**src/rtl/uart_rx_fifo_if.sv**
```systemverilog
// Byte/status bundle between the UART receiver, the CPU data register and the RX FIFO.
// The master drives receiver and CPU strobes; the FIFO (slave) returns data and status.
interface uart_rx_fifo_if #(
   parameter int unsigned AW = 4
);
   logic [7:0]  rx_data;
   logic        rx_stb;
   logic        rd;
   logic        ovr_clr;
   logic [7:0]  rd_data;
   logic        empty;
   logic        full;
   logic [AW:0] level;
   logic        overrun;
   logic        irq_lvl;
   logic        irq_to;

   modport master (
      output rx_data, rx_stb, rd, ovr_clr,
      input  rd_data, empty, full, level, overrun, irq_lvl, irq_to
   );

   modport slave (
      input  rx_data, rx_stb, rd, ovr_clr,
      output rd_data, empty, full, level, overrun, irq_lvl, irq_to
   );
endinterface

```
**src/rtl/uart_rx_fifo.sv**
```systemverilog
// First-word-fall-through receive FIFO behind the UART receiver, with level/overrun
// status, a level-threshold interrupt and an idle-timeout interrupt.
module uart_rx_fifo #(
   parameter int unsigned AW      = 4,
   parameter int unsigned THRESH  = 8,
   parameter logic [15:0] TIMEOUT = 16'd4000
) (
   input  logic           clk,
   input  logic           clr,
   uart_rx_fifo_if.slave  bus
);
   localparam int unsigned DEPTH = 2**AW;

   typedef enum logic [1:0] {IDLE, COUNT, FIRED} to_state_t;

   logic [7:0]    mem [DEPTH];
   logic [AW-1:0] wr_ptr;
   logic [AW-1:0] rd_ptr;
   logic [AW:0]   level;
   logic [AW:0]   lvl_nxt;
   logic          overrun;
   logic          irq_lvl;
   logic          irq_to;
   logic [15:0]   cnt;
   to_state_t     state;

   logic is_empty;
   logic is_full;
   logic do_push;
   logic do_pop;
   logic drop;

   assign is_empty = (level == '0);
   assign is_full  = (level == (AW+1)'(DEPTH));

   // A pop frees the slot in the same cycle, so a full FIFO still accepts a byte with rd.
   assign do_push = bus.rx_stb && (!is_full || bus.rd);
   assign do_pop  = bus.rd && !is_empty;
   assign drop    = bus.rx_stb && is_full && !bus.rd;

   always_comb begin
      lvl_nxt = level;
      unique case ({do_push, do_pop})
         2'b10:   lvl_nxt = level + 1'b1;
         2'b01:   lvl_nxt = level - 1'b1;
         default: lvl_nxt = level;
      endcase
   end

   always_ff @(posedge clk) begin
      if (do_push) mem[wr_ptr] <= bus.rx_data;
   end

   always_ff @(posedge clk or posedge clr) begin
      if (clr) begin
         wr_ptr  <= '0;
         rd_ptr  <= '0;
         level   <= '0;
         overrun <= 1'b0;
         irq_lvl <= 1'b0;
      end else begin
         if (do_push) wr_ptr <= wr_ptr + 1'b1;
         if (do_pop)  rd_ptr <= rd_ptr + 1'b1;
         level   <= lvl_nxt;
         irq_lvl <= (lvl_nxt >= (AW+1)'(THRESH));
         if (drop)             overrun <= 1'b1;
         else if (bus.ovr_clr) overrun <= 1'b0;
      end
   end

   always_ff @(posedge clk or posedge clr) begin
      if (clr) begin
         state  <= IDLE;
         cnt    <= '0;
         irq_to <= 1'b0;
      end else begin
         unique case (state)
            IDLE: begin
               if (lvl_nxt != '0) begin
                  state <= COUNT;
                  cnt   <= '0;
               end
            end
            COUNT: begin
               if (lvl_nxt == '0) begin
                  state <= IDLE;
                  cnt   <= '0;
               end else if (do_push || do_pop) begin
                  cnt <= '0;
               end else if (cnt == TIMEOUT - 16'd1) begin
                  state  <= FIRED;
                  irq_to <= 1'b1;
               end else if (cnt != '1) begin
                  cnt <= cnt + 16'd1;
               end
            end
            FIRED: begin
               // Only draining data acknowledges the timeout; new arrivals keep it raised.
               if (do_pop) begin
                  irq_to <= 1'b0;
                  cnt    <= '0;
                  state  <= (lvl_nxt == '0) ? IDLE : COUNT;
               end
            end
            default: begin
               state  <= IDLE;
               cnt    <= '0;
               irq_to <= 1'b0;
            end
         endcase
      end
   end

   assign bus.rd_data = is_empty ? 8'h00 : mem[rd_ptr];
   assign bus.empty   = is_empty;
   assign bus.full    = is_full;
   assign bus.level   = level;
   assign bus.overrun = overrun;
   assign bus.irq_lvl = irq_lvl;
   assign bus.irq_to  = irq_to;
endmodule
```
**src/flat_wrapper.sv**
```systemverilog
// flat-port wrapper written by rule: the top's interface ports become plain ports
module uart_rx_fifo_flat 
#(
   parameter int unsigned AW      = 4,
   parameter int unsigned THRESH  = 8,
   parameter logic [15:0] TIMEOUT = 16'd4000
)
  (clk, clr, bus_rx_data, bus_rx_stb, bus_rd, bus_ovr_clr, bus_rd_data, bus_empty, bus_full, bus_level, bus_overrun, bus_irq_lvl, bus_irq_to);
  uart_rx_fifo_if #(.AW(AW)) bus_i ();
  input  logic clk;
  input  logic clr;
  input wire logic [$bits(bus_i.rx_data)-1:0] bus_rx_data;
  input wire logic [$bits(bus_i.rx_stb)-1:0] bus_rx_stb;
  input wire logic [$bits(bus_i.rd)-1:0] bus_rd;
  input wire logic [$bits(bus_i.ovr_clr)-1:0] bus_ovr_clr;
  output wire logic [$bits(bus_i.rd_data)-1:0] bus_rd_data;
  output wire logic [$bits(bus_i.empty)-1:0] bus_empty;
  output wire logic [$bits(bus_i.full)-1:0] bus_full;
  output wire logic [$bits(bus_i.level)-1:0] bus_level;
  output wire logic [$bits(bus_i.overrun)-1:0] bus_overrun;
  output wire logic [$bits(bus_i.irq_lvl)-1:0] bus_irq_lvl;
  output wire logic [$bits(bus_i.irq_to)-1:0] bus_irq_to;
  assign bus_i.rx_data = bus_rx_data;
  assign bus_i.rx_stb = bus_rx_stb;
  assign bus_i.rd = bus_rd;
  assign bus_i.ovr_clr = bus_ovr_clr;
  assign bus_rd_data = bus_i.rd_data;
  assign bus_empty = bus_i.empty;
  assign bus_full = bus_i.full;
  assign bus_level = bus_i.level;
  assign bus_overrun = bus_i.overrun;
  assign bus_irq_lvl = bus_i.irq_lvl;
  assign bus_irq_to = bus_i.irq_to;
  uart_rx_fifo #(.AW(AW), .THRESH(THRESH), .TIMEOUT(TIMEOUT)) u_core (.clk(clk), .clr(clr), .bus(bus_i));
endmodule
```
**config.mk**
```make
export PLATFORM = sky130hd
export DESIGN_NAME = uart_rx_fifo_flat
export DESIGN_NICKNAME = d
export VERILOG_FILES = /design/src/rtl/uart_rx_fifo_if.sv /design/src/rtl/uart_rx_fifo.sv /design/src/flat_wrapper.sv
export SDC_FILE = /design/constraint.sdc
export NUM_CORES = 1
export LEC_CHECK = 0
export CORE_ASPECT_RATIO = 1.5
export CORE_UTILIZATION = 39
export DETAILED_ROUTE_END_ITERATION = 8
export HOLD_SLACK_MARGIN = 0.1
export PLACE_DENSITY = 0.56
export SETUP_SLACK_MARGIN = 0.1
export SLEW_MARGIN = 20
export SYNTH_ARGS = -nofsm -noshare
export SYNTH_HDL_FRONTEND = slang
export SYNTH_SLANG_ARGS = --single-unit
```
**constraint.sdc**
```tcl
create_clock -name clk -period 6.4 [get_ports clk]
set_clock_uncertainty 0.15 [all_clocks]
set_input_delay 1.28 -clock clk [delete_from_list [all_inputs] [get_ports clk]]
set_output_delay 1.28 -clock clk [all_outputs]
set_load 0.05 [all_outputs]
```
## Word-level counts from Yosys, hierarchy flattened

Memories as Yosys holds them, arrays and structs flattened.
Cells that the tools add are included.
W data, S select, Z words.

| cells by class | value |
|---|---|
| multiplexer cells | 25 |
| add/subtract/negate cells | 5 |
| eq/ne operators | 16 |
| bitwise gates (word level) | 1 |
| reduce and logical (&&, ||, !) cells | 17 |
| order comparisons | 1 |

Operators by type and width:

| operator | count |
|---|---|
| $mux W16 | 6 |
| $pmux W16 S3 | 1 |
| $add A16 B1 Y16 const B | 1 |
| $eq A16 B12 Y1 const B | 1 |
| $ne A16 B16 Y1 const B | 1 |
| $logic_not A5 Y1 | 2 |
| $mux W2 | 5 |
| $pmux W5 S2 | 1 |
| $mux W1 | 9 |
| $add A4 B1 Y4 const B | 2 |
| $mux W8 | 1 |
| $reduce_and A4 Y1 | 2 |
| $ne A2 B1 Y1 const B | 3 |
| $pmux W2 S3 | 1 |
| $add A5 B1 Y5 const B | 1 |
| $eq A5 B5 Y1 const B | 1 |
| $ge A5 B4 Y1 const B | 1 |
| $reduce_and A5 Y1 | 1 |
| $reduce_bool A5 Y1 | 1 |
| $sub A5 B1 Y5 const B | 1 |
| $eq A2 B1 Y1 const B | 2 |
| $eq A2 B2 Y1 const B | 2 |
| $logic_and A1 B1 Y1 | 4 |
| $ne A2 B2 Y1 const B | 2 |
| other kinds (10) | 13 |

| storage, ports and cells | value |
|---|---|
| bits in registers | 34 |
| memory bits (writable) | 128 |
| memories | 1 |
| output and inout port bits | 18 |
| bits of input ports | 13 |

Memory list:

| name | words | bits a word | rd ports | clocked after Yosys merged registers in | write ports | RTL line | source |
|---|---|---|---|---|---|---|---|
| u_core.mem | 16 | 8 | 1 | 0 | 1 | uart_rx_fifo.sv:16 | `logic [7:0] mem [DEPTH];` |

## Logic depth before layout (Yosys ltp)

Gate-level depths: netlist of run 1.

| logic depth | value |
|---|---|
| depth after elaboration | 10 |
| gate-level depth with buffers | 20 |

## Least setup slack after synthesis of run 1

No wires, ideal clock.

| path | value |
|---|---|
| path kind | register -> output |
| start point | register u_core.level[2], in the netlist u_core.bus.level[2] |
| end point | output port bus_rd_data[0] |
| buffers on the path | 1 |
| arrival | 2705 ps |
| setup slack | 2265 ps |
| cell stages (with the launch flop) | 5 |
| cell sequence | dfrtp_1 > buf_6 > or4_4 > nor2_1 > nor2b_1 |

| on the way | value |
|---|---|
| word-level cells in the longest chain between the ends | 2 |

RTL lines:

| element | RTL line | source |
|---|---|---|
| start, declared | uart_rx_fifo.sv:19 | `logic [AW:0] level;` |
| start signal, assigned | uart_rx_fifo.sv:64 | `level <= lvl_nxt;` |
| $logic_not A5 Y1 | uart_rx_fifo.sv:33 | `assign is_empty = (level == '0);` |
| via bus_empty | flat_wrapper.sv:17 | `output wire logic [$bits(bus_i.empty)-1:0] bus_empty;` |
| $mux W8 | uart_rx_fifo.sv:114 | `assign bus.rd_data = is_empty ? 8'h00 : mem[rd_ptr];` |
| end, declared | flat_wrapper.sv:16 | `output wire logic [$bits(bus_i.rd_data)-1:0] bus_rd_data;` |

The timed path passes the listed nets, and every way through them passes these cells.

## Worst setup path after layout of run 1

| path | value |
|---|---|
| start point | register u_core.rd_ptr[0] |
| end point | output port bus_rd_data[3] |

| on the way | value |
|---|---|
| word-level cells in the longest chain between the ends | 2 |

RTL lines:

| element | RTL line | source |
|---|---|---|
| start, declared | uart_rx_fifo.sv:18 | `logic [AW-1:0] rd_ptr;` |
| start signal, assigned | uart_rx_fifo.sv:63 | `if (do_pop) rd_ptr <= rd_ptr + 1'b1;` |
| $mem_v2 Z16 W8 | n/a |  |
| $mux W8 | uart_rx_fifo.sv:114 |  |

No other way between the ends.

==> flow_summary_export.csv, run 1 <==
group,metric,value,unit
worst_setup_path,slowest_stage,"dfrtp_2",
worst_setup_path,crit_top_cell,"mux4_2",
synth,synth_area,7200,µm²
hold_path,holdPathStages,2,
job,maxCapViolCount,0,
power,power,3.74,mW
worst_setup_path,cp.arrival,3.69,ns
sta,period_minus_slack,5.12,ns
cts,cts_buffers,17,
synth,ys_types,58,
synth,ys_async_sr_fraction,21.0,%
layout,drive_gt1_share,20.4,%
sta,timing.final.crit_share,80.1,%
global_routing,grt_pass1_wl,24200,µm
synth,synth_edf_count,128,
detailed_routing,wl_per_cell,21.6,µm
worst_setup_path,cp.required,4.97,ns
cts,h-tree-depth,4,
sta,max_slew.worst_pin.slew,1.10,ns
hold_path,worstHoldPathType,"reg2reg",
synth,ys_warn_count,0,
synth,yosysSeqAreaShare,65.2,%
layout,final_nets,517,
detailed_routing,vias,4040,
run_status,outcome,"finished clean",
synth,yosysMostFrequentCell,"edfxtp_1",
layout,antenna_cells,0,
power,vdd_drop_max,0.375,mV
worst_setup_path,rr_endpoint,"u_core.cnt[11]$_DFFE_PP0P_",
die,row_count,60,
placed_design,place_ws,1.12,ns
placed_design,hpwl,9970,µm
worst_setup_path,slowest_delay,0.88,ns
sta,maxSlewViolCount,0,
global_routing,grt_pass1_vias,4203,
sta,fin_ws,1.28,ns
synth,synthTopCellsByCount,"128 x edfxtp_1, 40 x mux4_2, 38 x nand2_1, 34 x dfrtp_1, 31 x nor2_1",
die,start_util,40.0,%
detailed_routing,dr.pass1.iters,5,
detailed_routing,first_iter_violations,254,
global_routing,antenna_found_initial,0,
detailed_routing,ant_nets,0,
die,die_h,168,µm
synth,avgSynthCellArea,15.7,µm²
sta,maxSlewHeadroom,26.6,%
synth,yosys-top-cells-area,"edfxtp_1 53%, mux4_2 13%, dfrtp_1 12%",
worst_setup_path,path_class,"reg2out",
sta,rsz0062_at_grt,"no",
detailed_routing,post-route-drc-count,0,
detailed_routing,via_per_inst,5.59,
die,die_area,19000,µm²
sta,setup_violations,0,
layout,area_growth,14.8,%
global_routing,grt_max_degree,36,
synth,synth_nets,484,
synth,ys.flop_type,"edfxtp_1",
cts,clk_pin_slew,0.06,ns
worst_setup_path,rrSetupSlack,1.94,ns
cts,cts_tree,"built",
global_routing,grt_overflow,0,
synth,synth_top_cell_by_area,"edfxtp_1",
cts,cts_root_buf,"clkbuf_16",
power,p_per_area,453,nW/µm²
die,io_pins,31,
worst_setup_path,worstReg2RegStart,"u_core.bus.level[2]$_DFF_PP0_",
synth,synth_top_area_share,53.4,%
cts,cts_buffer_depth,2,
cts,holdBufCountCts,0,
worst_setup_path,r2r_cells,14,
cts,clock_latency,0.43,ns
layout,n_fill_cell,1576,
power,p_leak,2.85,nW
global_routing,grt_use_total,17.8,%
synth,ys_seq_elements,162,
worst_setup_path,worstPathMaxFanout,22,
worst_setup_path,cp-start-kind,"flop",
worst_setup_path,worstPathCellList,"buf_4 -> mux4_2 -> mux4_2 -> nor2b_1 -> clkdlybuf4s50_1",
sta,max_freq,195,MHz
sta,finalHoldViolations,0,
placed_design,portBuffers,30,
detailed_routing,routed_wl,15600,µm
sta,setup-tns-final,0,ns
cts,cts_repair_resize_count,0,
worst_setup_path,cp-end-kind,"output port",
die,dieWidth,113,µm
hold_path,worstHoldStart,"u_core.bus.irq_to$_DFFE_PP0P_",
layout,utilization,45.9,%
die,coreArea,18000,µm²
cts,cts_sinks,162,
hold_path,whs_endpoint,"u_core.bus.irq_to$_DFFE_PP0P_",
cts,post_cts_buffers,0,
synth,synth_cells,460,
sta,timing.hold.ws,0.320,ns
placed_design,gp_congestion,0.830,
## worst max-delay path by stage
stage | startpoint | end | slack [ns] | depth (start not counted)
after floorplan | u_core.bus.level[2]$_DFF_PP0_ | bus_rd_data[0] | 2.27 | 4
final | u_core.rd_ptr[0]$_DFFE_PP0P_ | bus_rd_data[3] | 1.28 | 5
after global routing | u_core.rd_ptr[0]$_DFFE_PP0P_ | bus_rd_data[3] | 1.08 | 5
after CTS | u_core.rd_ptr[0]$_DFFE_PP0P_ | bus_rd_data[3] | 1.19 | 5
after detailed placement | bus_rd | u_core.cnt[11]$_DFFE_PP0P_ | 1.12 | 15
after global placement | bus_rd | u_core.cnt[11]$_DFFE_PP0P_ | 1.27 | 15
## layout by cell type (no fill, tap or decap), types with 3 or more instances in the layout
| cell | instances |
|---|---|
| dfrtp_1 | 33 |
| and3_1 | 3 |
| nor2b_1 | 11 |
| inv_1 | 17 |
| buf_4 | 7 |
| nor2_1 | 31 |
| xnor2_1 | 8 |
| nand2b_1 | 4 |
| nand3_1 | 15 |
| edfxtp_1 | 128 |
| o21a_1 | 3 |
| nor4_1 | 3 |
| ha_1 | 11 |
| a22o_1 | 5 |
| clkdlybuf4s50_1 | 30 |
| o21ai_0 | 13 |
| inv_6 | 5 |
| a21oi_1 | 10 |
| nand2_1 | 38 |
| clkbuf_16 | 17 |
| o31ai_1 | 3 |
| mux4_2 | 40 |
| nand4_1 | 9 |
| nor3_2 | 4 |
| clkinvlp_4 | 3 |
## power by group
part	internal (mW)	switching, mW
logic	0.582	0.769
registers	1.27	0.171
clock network	0.505	0.440
total	2.36	1.38
## registers in the layout, summed over array words and instances, names as in the netlist
signal and cells:
u_core.bus.level 5, u_core.rd_ptr 4, u_core.bus.irq_lvl 1, u_core.cnt 16
u_core.state 2, u_core.bus.irq_to 1, u_core.wr_ptr 4, u_core.mem 128
u_core.bus.overrun 1
## per-layer routing
metal | track usage, % | share of wire [%] | vias to the layer above
li1 | - | - | 1846
met1 | 20.8 | 40 | 2054
met2 | 30.8 | 52 | 113
met3 | 3.31 | 4.5 | 27
met4 | 9.73 | 3.2 | 0
met5 | 0 | 0 | -
## worst max-delay path, delay by kind of cell, from the launching register on
| kind | cells | cell delay (ns) |
|---|---|---|
| simple gates | 1 | 0.17 |
| mux | 2 | 1.04 |
| buf+inv | 2 | 1.16 |
| flops | 1 | 0.88 |
## cell type report
class | count | area (µm²) | share of cell area (%)
Clock inverter | 15 | 120 | 1.45
Clock buffer | 17 | 425 | 5.14
Tap cell | 217 | 272 | 3.28
Multi-Input combinational cell | 257 | 2340 | 28.2
Inverter | 18 | 67.6 | 0.817
Sequential cell | 162 | 4700 | 56.8
Timing Repair Buffer | 37 | 353 | 4.27
## logic make-up (layout without fill, tap and decap cells)
family,Yosys count,count (layout),synth area share [%]
AO/OA/AOI/OAI,55,55,5.68
flip-flops,162,162,65.2
buffers and inverters,41,87,2.64
XOR/XNOR,11,11,1.44
AND/OR/NAND/NOR,137,137,10.2
adder cells (fa/ha/maj),11,11,1.91
multiplexers,43,43,12.9
## metrics by stage
stage                     cells  area (µm²)
final                       723        8270
after global routing        723        8270
after CTS                   723        8270
after detailed placement    691        7720
after global placement      691        7720
after floorplan             460        7200
Note: power is estimated with default switching activity, not from simulation.
==> inputs of run 2 (changes only) <==
==> constraint.sdc (replaced) <==
create_clock -name clk -period 5.4 [get_ports clk]
set_clock_uncertainty 0.15 [all_clocks]
set_input_delay 1.08 -clock clk [delete_from_list [all_inputs] [get_ports clk]]
set_output_delay 1.08 -clock clk [all_outputs]
set_load 0.05 [all_outputs]
==> run 2 against run 1 <==
First-iteration DRC count increased by 31%; largest power group unchanged; highest routed layer unchanged; final cell count fell by 0.14%; non-clock buffer count fell by 1; sequential cell count did not move.
==> flow_summary_export.csv, run 2 (same netlist as run 1, synthesis figures left out) <==
group,metric,value,unit
cts,cts_buffer_depth,2,
global_routing,grt_use_total,17.7,%
layout,area_growth,15.5,%
worst_setup_path,cp.arrival,3.38,ns
worst_setup_path,worstPathMaxFanout,23,
power,vdd_drop_max,0.527,mV
global_routing,grt_overflow,0,
die,die_area,19000,µm²
worst_setup_path,path_class,"reg2out",
die,row_count,60,
sta,period_minus_slack,4.61,ns
detailed_routing,ant_nets,0,
die,dieWidth,113,µm
detailed_routing,dr.pass1.iters,6,
cts,post_cts_buffers,0,
cts,cts_tree,"built",
cts,cts_buffers,17,
layout,antenna_cells,0,
layout,final_cell_mix,"128 x edfxtp_1, 40 x mux4_2, 38 x nand2_1",
power,p_leak,2.87,nW
die,start_util,40.0,%
sta,max_freq,217,MHz
global_routing,grt_max_degree,33,
global_routing,met2_usage,30.4,%
layout,reg.largest.list,"u_core.mem (128), u_core.cnt (16), u_core.bus.level (5)",
cts,h-tree-depth,4,
worst_setup_path,cp-end-kind,"output port",
sta,rsz0062_at_grt,"no",
sta,maxSlewViolCount,0,
sta,setup-tns-final,0,ns
global_routing,grt_busiest_layer,"met2",
detailed_routing,first_iter_violations,334,
power,power,4.52,mW
cts,clock_latency,0.43,ns
global_routing,antenna_found_initial,0,
hold_path,worstHoldPathType,"reg2reg",
cts,cts_root_buf,"clkbuf_16",
detailed_routing,wl_per_cell,21.5,µm
global_routing,grt_pass1_wl,24300,µm
worst_setup_path,rrSetupSlack,0.95,ns
die,die_h,168,µm
sta,timing.final.crit_share,85.3,%
placed_design,hpwl,10000,µm
power,p_per_area,543,nW/µm²
layout,final_nets,516,
die,io_pins,31,
placed_design,gp_congestion,0.835,
detailed_routing,vias,3993,
run_status,outcome,"finished clean",
global_routing,met1_usage,21.5,%
detailed_routing,post-route-drc-count,0,
detailed_routing,routed_wl,15500,µm
layout,layout_commonest_cell,"edfxtp_1",
layout,largest-register,"u_core.mem",
sta,timing.hold.ws,0.332,ns
cts,cts_repair_resize_count,0,
detailed_routing,via_per_inst,5.53,
placed_design,placed_cell_area,7740,µm²
sta,finalHoldViolations,0,
worst_setup_path,cp-start-kind,"flop",
worst_setup_path,cp.required,4.17,ns
layout,fin_area,8320,µm²
die,coreArea,18000,µm²
global_routing,met3_usage,3.78,%
cts,clk_pin_slew,0.06,ns
placed_design,portBuffers,30,
sta,max_slew.worst_pin.slew,1.05,ns
job,maxCapViolCount,0,
cts,holdBufCountCts,0,
layout,drive_gt1_share,21.0,%
layout,largest_reg_flops,128,
cts,cts_sinks,162,
global_routing,grt_pass1_vias,4155,
sta,maxSlewHeadroom,29.4,%
sta,setup_violations,0,
layout,utilization,46.2,%
## run 2: cell types whose count changed in the layout (fill, tap and decap cells not counted), sizes merged
| cell | previous run | this run |
|---|---|---|
| bufinv | 0 | 1 |
| buf | 7 | 6 |
| clkinvlp | 3 | 1 |
| clkinv | 5 | 6 |
## run 2: layer usage
| metal | vias to the layer above | routed length, µm |
|---|---|---|
| li1 | 1840 | - |
| met2 | 98 | 8260 |
| met5 | - | 0 |
| met3 | 22 | 507 |
| met4 | 0 | 315 |
| met1 | 2033 | 6450 |
## run 2: cell type report
class                           count  area, µm²
Inverter                           18       67.6
Clock buffer                       17        425
Clock inverter                     15        148
Tap cell                          217        272
Fill cell                        1560       9700
Multi-Input combinational cell    257       2340
Timing Repair Buffer               36        370
Sequential cell                   162       4700
## run 2: worst paths after layout
check / startpoint / cells after the start / end
worst max-delay path: u_core.rd_ptr[0]$_DFFE_PP0P_ / 5 / bus_rd_data[7]
worst min-delay path: u_core.bus.irq_to$_DFFE_PP0P_ / 2 / u_core.bus.irq_to$_DFFE_PP0P_
worst max register to register: u_core.bus.level[2]$_DFF_PP0_ / 14 / u_core.cnt[11]$_DFFE_PP0P_
worst min register to register: u_core.bus.irq_to$_DFFE_PP0P_ / 2 / u_core.bus.irq_to$_DFFE_PP0P_
max in group asynchronous: clr / 3 / u_core.rd_ptr[0]$_DFFE_PP0P_
min in group asynchronous: clr / 2 / u_core.bus.level[0]$_DFF_PP0_
## run 2: critical path: stages (launching register included)
cell and delay (ns):
dfrtp_2 0.67, buf_12 0.29, mux4_2 0.54, mux4_2 0.49, nor2b_1 0.18, clkdlybuf4s50_1 0.76
## run 2: stage by stage
stage / cells / setup WS [ns]
CTS: 722 / 0.725
floorplan: 460 / 1.38
finish: 722 / 0.794
global route: 722 / 0.627
detailed placement: 690 / 0.594
global placement: 690 / 0.727
## run 2: power by group
| part | leakage [nW] | total (mW) | internal [mW] | switching (mW) |
|---|---|---|---|---|
| Clock | 0.284 | 1.17 | 0.649 | 0.526 |
| Sequential | 1.59 | 1.72 | 1.51 | 0.205 |
| Combinational | 0.991 | 1.63 | 0.708 | 0.920 |
| Total | 2.87 | 4.52 | 2.87 | 1.65 |
==> inputs of run 3 (changes only) <==
--- a/config.mk
+++ b/config.mk
@@ -5,6 +5,7 @@
 export SDC_FILE = /design/constraint.sdc
 export NUM_CORES = 1
 export LEC_CHECK = 0
+export CAP_MARGIN = 10
 export CORE_ASPECT_RATIO = 1.5
 export CORE_UTILIZATION = 39
 export DETAILED_ROUTE_END_ITERATION = 8
==> results of run 3 <==
Same layout as run 2: the final DEF is identical, and so are final timing and power.
